## src/rtl/math_cabs_seq_if.sv

```systemverilog
`default_nettype none
// ============================================================================
//  Module   : math_cabs_seq_if
//  Brief    : Sample-in / magnitude-out valid-ready bundle for math_cabs_seq.
//  Revision : 1.0
// ============================================================================
interface math_cabs_seq_if #(
   parameter int DIN_WIDTH  = 12,
   parameter int DOUT_WIDTH = 13,
   parameter int CHAN_WIDTH = 3
);
   logic                         s_valid;
   logic                         s_ready;
   logic [CHAN_WIDTH-1:0]        s_chan;
   logic                         mode;
   logic signed [DIN_WIDTH-1:0]  dina;
   logic signed [DIN_WIDTH-1:0]  dinb;
   logic                         m_valid;
   logic                         m_ready;
   logic [CHAN_WIDTH-1:0]        m_chan;
   logic [DOUT_WIDTH-1:0]        dout;

   modport master (
      output s_valid, s_chan, mode, dina, dinb, m_ready,
      input  s_ready, m_valid, m_chan, dout
   );

   modport slave (
      input  s_valid, s_chan, mode, dina, dinb, m_ready,
      output s_ready, m_valid, m_chan, dout
   );
endinterface
`default_nettype wire

```

## src/rtl/math_cabs_seq.sv

```systemverilog
`default_nettype none
// ============================================================================
//  Module   : math_cabs_seq
//  Brief    : Sequential |a + jb|: exact bit-serial isqrt or alpha-max-beta-min.
//  Revision : 1.0
// ============================================================================
module math_cabs_seq #(
   parameter int DIN_WIDTH  = 12,
   parameter int DOUT_WIDTH = 13,
   parameter int CHAN_WIDTH = 3
) (
   input  logic           clk,
   input  logic           rst,
   math_cabs_seq_if.slave bus
);
   localparam int c_SQ_W  = 2 * DIN_WIDTH;
   localparam int c_REM_W = DIN_WIDTH + 4;
   localparam int c_CNT_W = $clog2(DIN_WIDTH + 1);

   typedef enum logic [1:0] {
      ST_IDLE   = 2'd0,
      ST_SQUARE = 2'd1,
      ST_ROOT   = 2'd2,
      ST_DONE   = 2'd3
   } state_t;

   state_t                 r_state;
   state_t                 w_state_next;
   logic                   r_s_ready;
   logic                   r_m_valid;
   logic [CHAN_WIDTH-1:0]  r_chan;
   logic [CHAN_WIDTH-1:0]  r_m_chan;
   logic                   r_mode;
   logic [DIN_WIDTH:0]     r_a;
   logic [DIN_WIDTH:0]     r_b;
   logic [c_SQ_W-1:0]      r_sq;
   logic [c_REM_W-1:0]     r_rem;
   logic [DIN_WIDTH-1:0]   r_root;
   logic [c_CNT_W-1:0]     r_iter;
   logic [DOUT_WIDTH-1:0]  r_dout;

   logic                   w_accept;
   logic                   w_out_xfer;
   logic                   w_last_iter;
   logic [DIN_WIDTH:0]     w_dina_ext;
   logic [DIN_WIDTH:0]     w_dinb_ext;
   logic [DIN_WIDTH:0]     w_abs_a;
   logic [DIN_WIDTH:0]     w_abs_b;
   logic [c_SQ_W-1:0]      w_a_wide;
   logic [c_SQ_W-1:0]      w_b_wide;
   logic [c_SQ_W-1:0]      w_sum_sq;
   logic [DIN_WIDTH:0]     w_max;
   logic [DIN_WIDTH:0]     w_min;
   logic [DIN_WIDTH+2:0]   w_min3;
   logic [DIN_WIDTH+2:0]   w_approx;
   logic [1:0]             w_pair;
   logic [c_REM_W-1:0]     w_rem_shift;
   logic [c_REM_W-1:0]     w_sub_term;
   logic [c_REM_W-1:0]     w_add_term;
   logic [c_REM_W-1:0]     w_rem_next;
   logic [DIN_WIDTH-1:0]   w_root_next;

   assign w_accept    = r_s_ready & bus.s_valid;
   assign w_out_xfer  = r_m_valid & bus.m_ready;
   assign w_last_iter = (r_iter == c_CNT_W'(DIN_WIDTH - 1));

   // One extra bit so that the most negative input has a representable magnitude
   assign w_dina_ext = {bus.dina[DIN_WIDTH-1], bus.dina};
   assign w_dinb_ext = {bus.dinb[DIN_WIDTH-1], bus.dinb};
   assign w_abs_a    = w_dina_ext[DIN_WIDTH] ? -w_dina_ext : w_dina_ext;
   assign w_abs_b    = w_dinb_ext[DIN_WIDTH] ? -w_dinb_ext : w_dinb_ext;

   assign w_a_wide = c_SQ_W'(r_a);
   assign w_b_wide = c_SQ_W'(r_b);
   assign w_sum_sq = w_a_wide * w_a_wide + w_b_wide * w_b_wide;

   assign w_max    = (r_a >= r_b) ? r_a : r_b;
   assign w_min    = (r_a >= r_b) ? r_b : r_a;
   assign w_min3   = {2'b00, w_min} + {1'b0, w_min, 1'b0};
   assign w_approx = {2'b00, w_max} + (w_min3 >> 3);

   // Non-restoring step: remainder sign picks add/subtract, no correction pass needed
   assign w_pair      = r_sq[c_SQ_W-1 -: 2];
   assign w_rem_shift = (r_rem << 2) | c_REM_W'(w_pair);
   assign w_sub_term  = c_REM_W'({r_root, 2'b01});
   assign w_add_term  = c_REM_W'({r_root, 2'b11});
   assign w_rem_next  = r_rem[c_REM_W-1] ? (w_rem_shift + w_add_term)
                                          : (w_rem_shift - w_sub_term);
   assign w_root_next = {r_root[DIN_WIDTH-2:0], ~w_rem_next[c_REM_W-1]};

   always_ff @(posedge clk) begin
      if (rst) begin
         r_state <= ST_IDLE;
      end else begin
         r_state <= w_state_next;
      end
   end

   always_comb begin
      w_state_next = r_state;
      case (r_state)
         ST_IDLE:   if (w_accept)    w_state_next = ST_SQUARE;
         ST_SQUARE: w_state_next = r_mode ? ST_DONE : ST_ROOT;
         ST_ROOT:   if (w_last_iter) w_state_next = ST_DONE;
         ST_DONE:   if (w_out_xfer)  w_state_next = ST_IDLE;
         default:   w_state_next = ST_IDLE;
      endcase
   end

   always_ff @(posedge clk) begin
      if (rst) begin
         r_s_ready <= 1'b0;
         r_m_valid <= 1'b0;
         r_m_chan  <= '0;
         r_dout    <= '0;
         r_chan    <= '0;
         r_mode    <= 1'b0;
         r_a       <= '0;
         r_b       <= '0;
         r_sq      <= '0;
         r_rem     <= '0;
         r_root    <= '0;
         r_iter    <= '0;
      end else begin
         // Registered from the next state keeps s_ready free of input paths
         r_s_ready <= (w_state_next == ST_IDLE);
         case (r_state)
            ST_IDLE: begin
               if (w_accept) begin
                  r_a    <= w_abs_a;
                  r_b    <= w_abs_b;
                  r_chan <= bus.s_chan;
                  r_mode <= bus.mode;
               end
            end
            ST_SQUARE: begin
               if (r_mode) begin
                  r_dout    <= DOUT_WIDTH'(w_approx);
                  r_m_chan  <= r_chan;
                  r_m_valid <= 1'b1;
               end else begin
                  r_sq   <= w_sum_sq;
                  r_rem  <= '0;
                  r_root <= '0;
                  r_iter <= '0;
               end
            end
            ST_ROOT: begin
               r_sq   <= r_sq << 2;
               r_rem  <= w_rem_next;
               r_root <= w_root_next;
               r_iter <= r_iter + 1'b1;
               if (w_last_iter) begin
                  r_dout    <= DOUT_WIDTH'(w_root_next);
                  r_m_chan  <= r_chan;
                  r_m_valid <= 1'b1;
               end
            end
            ST_DONE: begin
               if (w_out_xfer) begin
                  r_m_valid <= 1'b0;
               end
            end
            default: ;
         endcase
      end
   end

   assign bus.s_ready = r_s_ready;
   assign bus.m_valid = r_m_valid;
   assign bus.m_chan  = r_m_chan;
   assign bus.dout    = r_dout;

endmodule
`default_nettype wire

```

## src/flat_wrapper.sv

```systemverilog
// flat-port wrapper written by rule: the top's interface ports become plain ports
module math_cabs_seq_flat 
#(
   parameter int DIN_WIDTH  = 12,
   parameter int DOUT_WIDTH = 13,
   parameter int CHAN_WIDTH = 3
)
  (clk, rst, bus_s_valid, bus_s_chan, bus_mode, bus_dina, bus_dinb, bus_m_ready, bus_s_ready, bus_m_valid, bus_m_chan, bus_dout);
  math_cabs_seq_if #(.DIN_WIDTH(DIN_WIDTH), .DOUT_WIDTH(DOUT_WIDTH), .CHAN_WIDTH(CHAN_WIDTH)) bus_i ();
  input  logic clk;
  input  logic rst;
  input wire logic [$bits(bus_i.s_valid)-1:0] bus_s_valid;
  input wire logic [$bits(bus_i.s_chan)-1:0] bus_s_chan;
  input wire logic [$bits(bus_i.mode)-1:0] bus_mode;
  input wire logic [$bits(bus_i.dina)-1:0] bus_dina;
  input wire logic [$bits(bus_i.dinb)-1:0] bus_dinb;
  input wire logic [$bits(bus_i.m_ready)-1:0] bus_m_ready;
  output wire logic [$bits(bus_i.s_ready)-1:0] bus_s_ready;
  output wire logic [$bits(bus_i.m_valid)-1:0] bus_m_valid;
  output wire logic [$bits(bus_i.m_chan)-1:0] bus_m_chan;
  output wire logic [$bits(bus_i.dout)-1:0] bus_dout;
  assign bus_i.s_valid = bus_s_valid;
  assign bus_i.s_chan = bus_s_chan;
  assign bus_i.mode = bus_mode;
  assign bus_i.dina = bus_dina;
  assign bus_i.dinb = bus_dinb;
  assign bus_i.m_ready = bus_m_ready;
  assign bus_s_ready = bus_i.s_ready;
  assign bus_m_valid = bus_i.m_valid;
  assign bus_m_chan = bus_i.m_chan;
  assign bus_dout = bus_i.dout;
  math_cabs_seq #(.DIN_WIDTH(DIN_WIDTH), .DOUT_WIDTH(DOUT_WIDTH), .CHAN_WIDTH(CHAN_WIDTH)) u_core (.clk(clk), .rst(rst), .bus(bus_i));
endmodule
```

## config.mk

```make
export PLATFORM = sky130hd
export DESIGN_NAME = math_cabs_seq_flat
export DESIGN_NICKNAME = d
export VERILOG_FILES = /design/src/rtl/math_cabs_seq_if.sv /design/src/rtl/math_cabs_seq.sv /design/src/flat_wrapper.sv
export SDC_FILE = /design/constraint.sdc
export NUM_CORES = 1
export LEC_CHECK = 0
export CAP_MARGIN = 20
export CORE_MARGIN = 2
export CORE_UTILIZATION = 48
export CTS_BUF_LIST = sky130_fd_sc_hd__clkbuf_16
export CTS_CLUSTER_DIAMETER = 100
export CTS_CLUSTER_SIZE = 20
export DETAILED_ROUTE_END_ITERATION = 10
export PLACE_DENSITY = 0.68
export SYNTH_ARGS = -nofsm -noshare
export SYNTH_HDL_FRONTEND = slang
export SYNTH_SLANG_ARGS = --single-unit
```

## constraint.sdc

```tcl
create_clock -name clk -period 9.8 [get_ports clk]
set_input_delay 1.96 -clock clk [delete_from_list [all_inputs] [get_ports clk]]
set_output_delay 1.96 -clock clk [all_outputs]
set_load 0.005 [all_outputs]
```

==> results.toml <==
[clock_tree]
post-cts-setup-buffers = 0
ctsResizeCount = 0
hold_buffers = 0
cts_num_sinks = 105
cts_root_buffer = "clkbuf_16"
clk_path_buf_depth = 2
htreeDepth = 3
cts_made_buffers = 9
insertion_delay_ns = 0.37
clkTransAtPathRegs_ns = 0.09
cts_tree = "yes"

[sta]
finalSetupViolCount = 0
fmaxAchievable_mhz = 133.5
grt_setup_unrepaired = "false"
worst_pin_slew_ns = 0.9509
period_share = 0.7645
finalHoldViolCount = 0
drv_slew = 0
skew_ns = 0.01397
worst_hold_slack_ns = 0.4634
fin_setup_tns_ns = 0
final.setup.worst_slack_ns = 2.308
max-slew-margin-rel = 0.3660
fin_crit_ns = 7.492

[placed_design]
place.gp.congestion = 0.9134
postPlaceCellArea_um2 = 16820
dpl.hpwl_um = 30910
dp_cells = 2298
io_buffers = 49
pre_cts_ws_ns = 2.328

[global_route]
grt_pass1_wl_um = 64420
gr-usage-all-layers = 0.2374
grt_pass1_vias = 12910
grt_max_degree = 84
antenna_found_initial = 0
gr-total-overflow = 0

[floorplanning]
start_util = 0.4890
die_w_um = 186.3
rows = 66
dieArea_um2 = 34700
pin_count = 50
fp.dieH_um = 186.3
core_um2 = 32620

[synthesis]
yosysMostFrequentCell = "inv_1"
synth_edf_count = 0
synthSimpleGateAreaFrac = 0.1392
syn_avg_cell_area_um2 = 8.534
yosysUniqueCellTypes = 73
netlist.area_leader.share = 0.3025
synth_compound_area_frac = 0.1264
syn_area_um2 = 15950
yosys-top-cells-count = "inv_1, fa_1, ha_1, nand2_1, nor2_1"
synth_top_family_by_area = "adder cells"
synth_nets = 2312
synth_seq_area_share = 0.1318
synth_fa_ha_area_frac = 0.4358
synthMuxAreaShare = 0.01224
synth_top_area_cell = "fa_1"
synth_seq_cells = 105
yosysWarningCount = 0
async_flop_share = 0
synth_area_leaders = "fa_1, ha_1, dfxtp_1"
netlist_instances = 1869
synth_xor_area_frac = 0.04393
synthFlopType = "dfxtp_1"

[hold_path]
min_to = "u_core.bus.m_chan[0]"
hp-class = "reg2reg"
min_path_cells = 2
min_from = "u_core.bus.m_chan[0]"

[detailed_routing]
drt-total-wl_um = 38540
first_iter_violations = 773
vias_per_cell = 5.351
final_antenna_net_count = 0
wire_per_inst_um = 16.66
dr_total_vias = 12380
drc = 0
drt_first_pass_iters = 5

[critical_path]
cp_max_fo = 9
worstPathRequired_ns = 10.07
r2r_start = "u_core.r_b[6]"
r2r_end = "u_core.r_sq[23]"
setup.worst_path.start = "u_core.r_b[6]"
r2r_setup_slack_ns = 2.31
endpoint_kind = "flip-flop"
startpoint_type = "flip-flop"
critPathKind = "reg2reg"
cp.arrival_ns = 7.77
r2r_cells = 24

[job]
max-cap-violations = 0

[power_and_ir_drop]
leakagePower_nw = 8.603
peakVddDrop_mv = 0.1878
finalPower_mw = 3.157
power_density_nw_per_um2 = 184.4

[cells_and_area]
syn_to_final_growth_pct = 7.327
antenna_cells = 0
final_cell_area_um2 = 17120
stdcell_count = 2313
layout-drive-gt1-share = 0.02886
fin_nets = 2310
postLayoutCoreUtil = 0.5248

[outcome]
status = "complete, no violations"
-- worst max path at each step --
stage | to | cells past startpoint
3_5_place_dp | u_core.r_sq[23] | 24
2_1_floorplan | u_core.r_sq[23] | 25
6_report | u_core.r_sq[23] | 24
3_3_place_gp | u_core.r_sq[23] | 22
4_1_cts | u_core.r_sq[23] | 24
5_1_grt | u_core.r_sq[23] | 24
-- critical path, cell delays in order, from the launching register on --
cell and delay [ns]:
dfxtp_1 0.56, clkinv_1 0.40, nor2_1 0.31, inv_1 0.09, fa_1 0.51, inv_1 0.06, fa_1 0.53, inv_1 0.05
fa_1 0.48, inv_1 0.05, fa_1 0.47, fa_1 0.52, fa_1 0.54, inv_1 0.05, fa_1 0.58, inv_1 0.05
ha_1 0.25, nor2_1 0.14, o21ai_0 0.12, nand2b_1 0.15, nor3b_1 0.18, o31a_1 0.30, o31a_1 0.27, or4b_1 0.47
a311oi_1 0.25
-- cell families after synthesis --
logic type               Yosys count
AND/OR/NAND/NOR                  491
multiplexers                      18
buffers and inverters            470
flip-flops                       105
XOR/XNOR                          80
adder cells (fa/ha/maj)          411
AO/OA/AOI/OAI                    294
-- state kept, by name (all words and copies together), names as in the netlist --
| register | cells |
|---|---|
| u_core.bus.s_ready | 1 |
| u_core.r_state | 2 |
| u_core.r_rem | 15 |
| u_core.r_mode | 1 |
| u_core.bus.m_chan | 3 |
| u_core.bus.dout | 13 |
| u_core.r_a | 13 |
| u_core.r_chan | 3 |
| u_core.bus.m_valid | 1 |
| u_core.r_b | 13 |
| u_core.r_root | 12 |
| u_core.r_iter | 4 |
| u_core.r_sq | 24 |
-- where the power goes --
part | internal (mW) | leakage (nW) | switching [mW]
registers | 0.532 | 0.854 | 0.137
clock network | 0.202 | 0.151 | 0.192
logic | 0.845 | 7.60 | 1.25
-- cells in the final DEF, fill, tap and decap left out, drive strengths merged, types with 12 or more instances in the layout --
cell | synthesis | routed
nand2b | 13 | 13
fa | 241 | 241
nor3 | 37 | 37
o21a | 16 | 16
ha | 170 | 170
xnor2 | 45 | 45
and2 | 57 | 57
dfxtp | 105 | 105
a21o | 18 | 18
nor2 | 160 | 160
a211oi | 46 | 46
a22oi | 21 | 21
mux2 | 12 | 12
inv | 391 | 395
clkdlybuf4s50 | 0 | 48
nand2 | 163 | 163
nor2b | 12 | 12
a21oi | 58 | 58
buf | 11 | 13
o21ai | 58 | 58
xor2 | 35 | 35
nand3 | 13 | 13
-- routing by layer --
layer	GRT usage	vias to the layer above	share of wire
met5	0	-	0
met4	0.07937	0	0.033
met3	0.02960	56	0.052
met2	0.3923	320	0.47
met1	0.3243	6079	0.45
li1	-	5923	-
-- area by class of cell --
| type | instances | area (um2) |
|---|---|---|
| inverter | 396 | 1486 |
| fill | 3050 | 15500 |
| timing repair buffer | 61 | 578.1 |
| sequential | 105 | 2102 |
| tap | 442 | 553.0 |
| multi-input combinational | 1294 | 12100 |
| clock buffer | 9 | 225.2 |
| clock inverter | 6 | 76.32 |
Power figures use the tool's default switching activity.
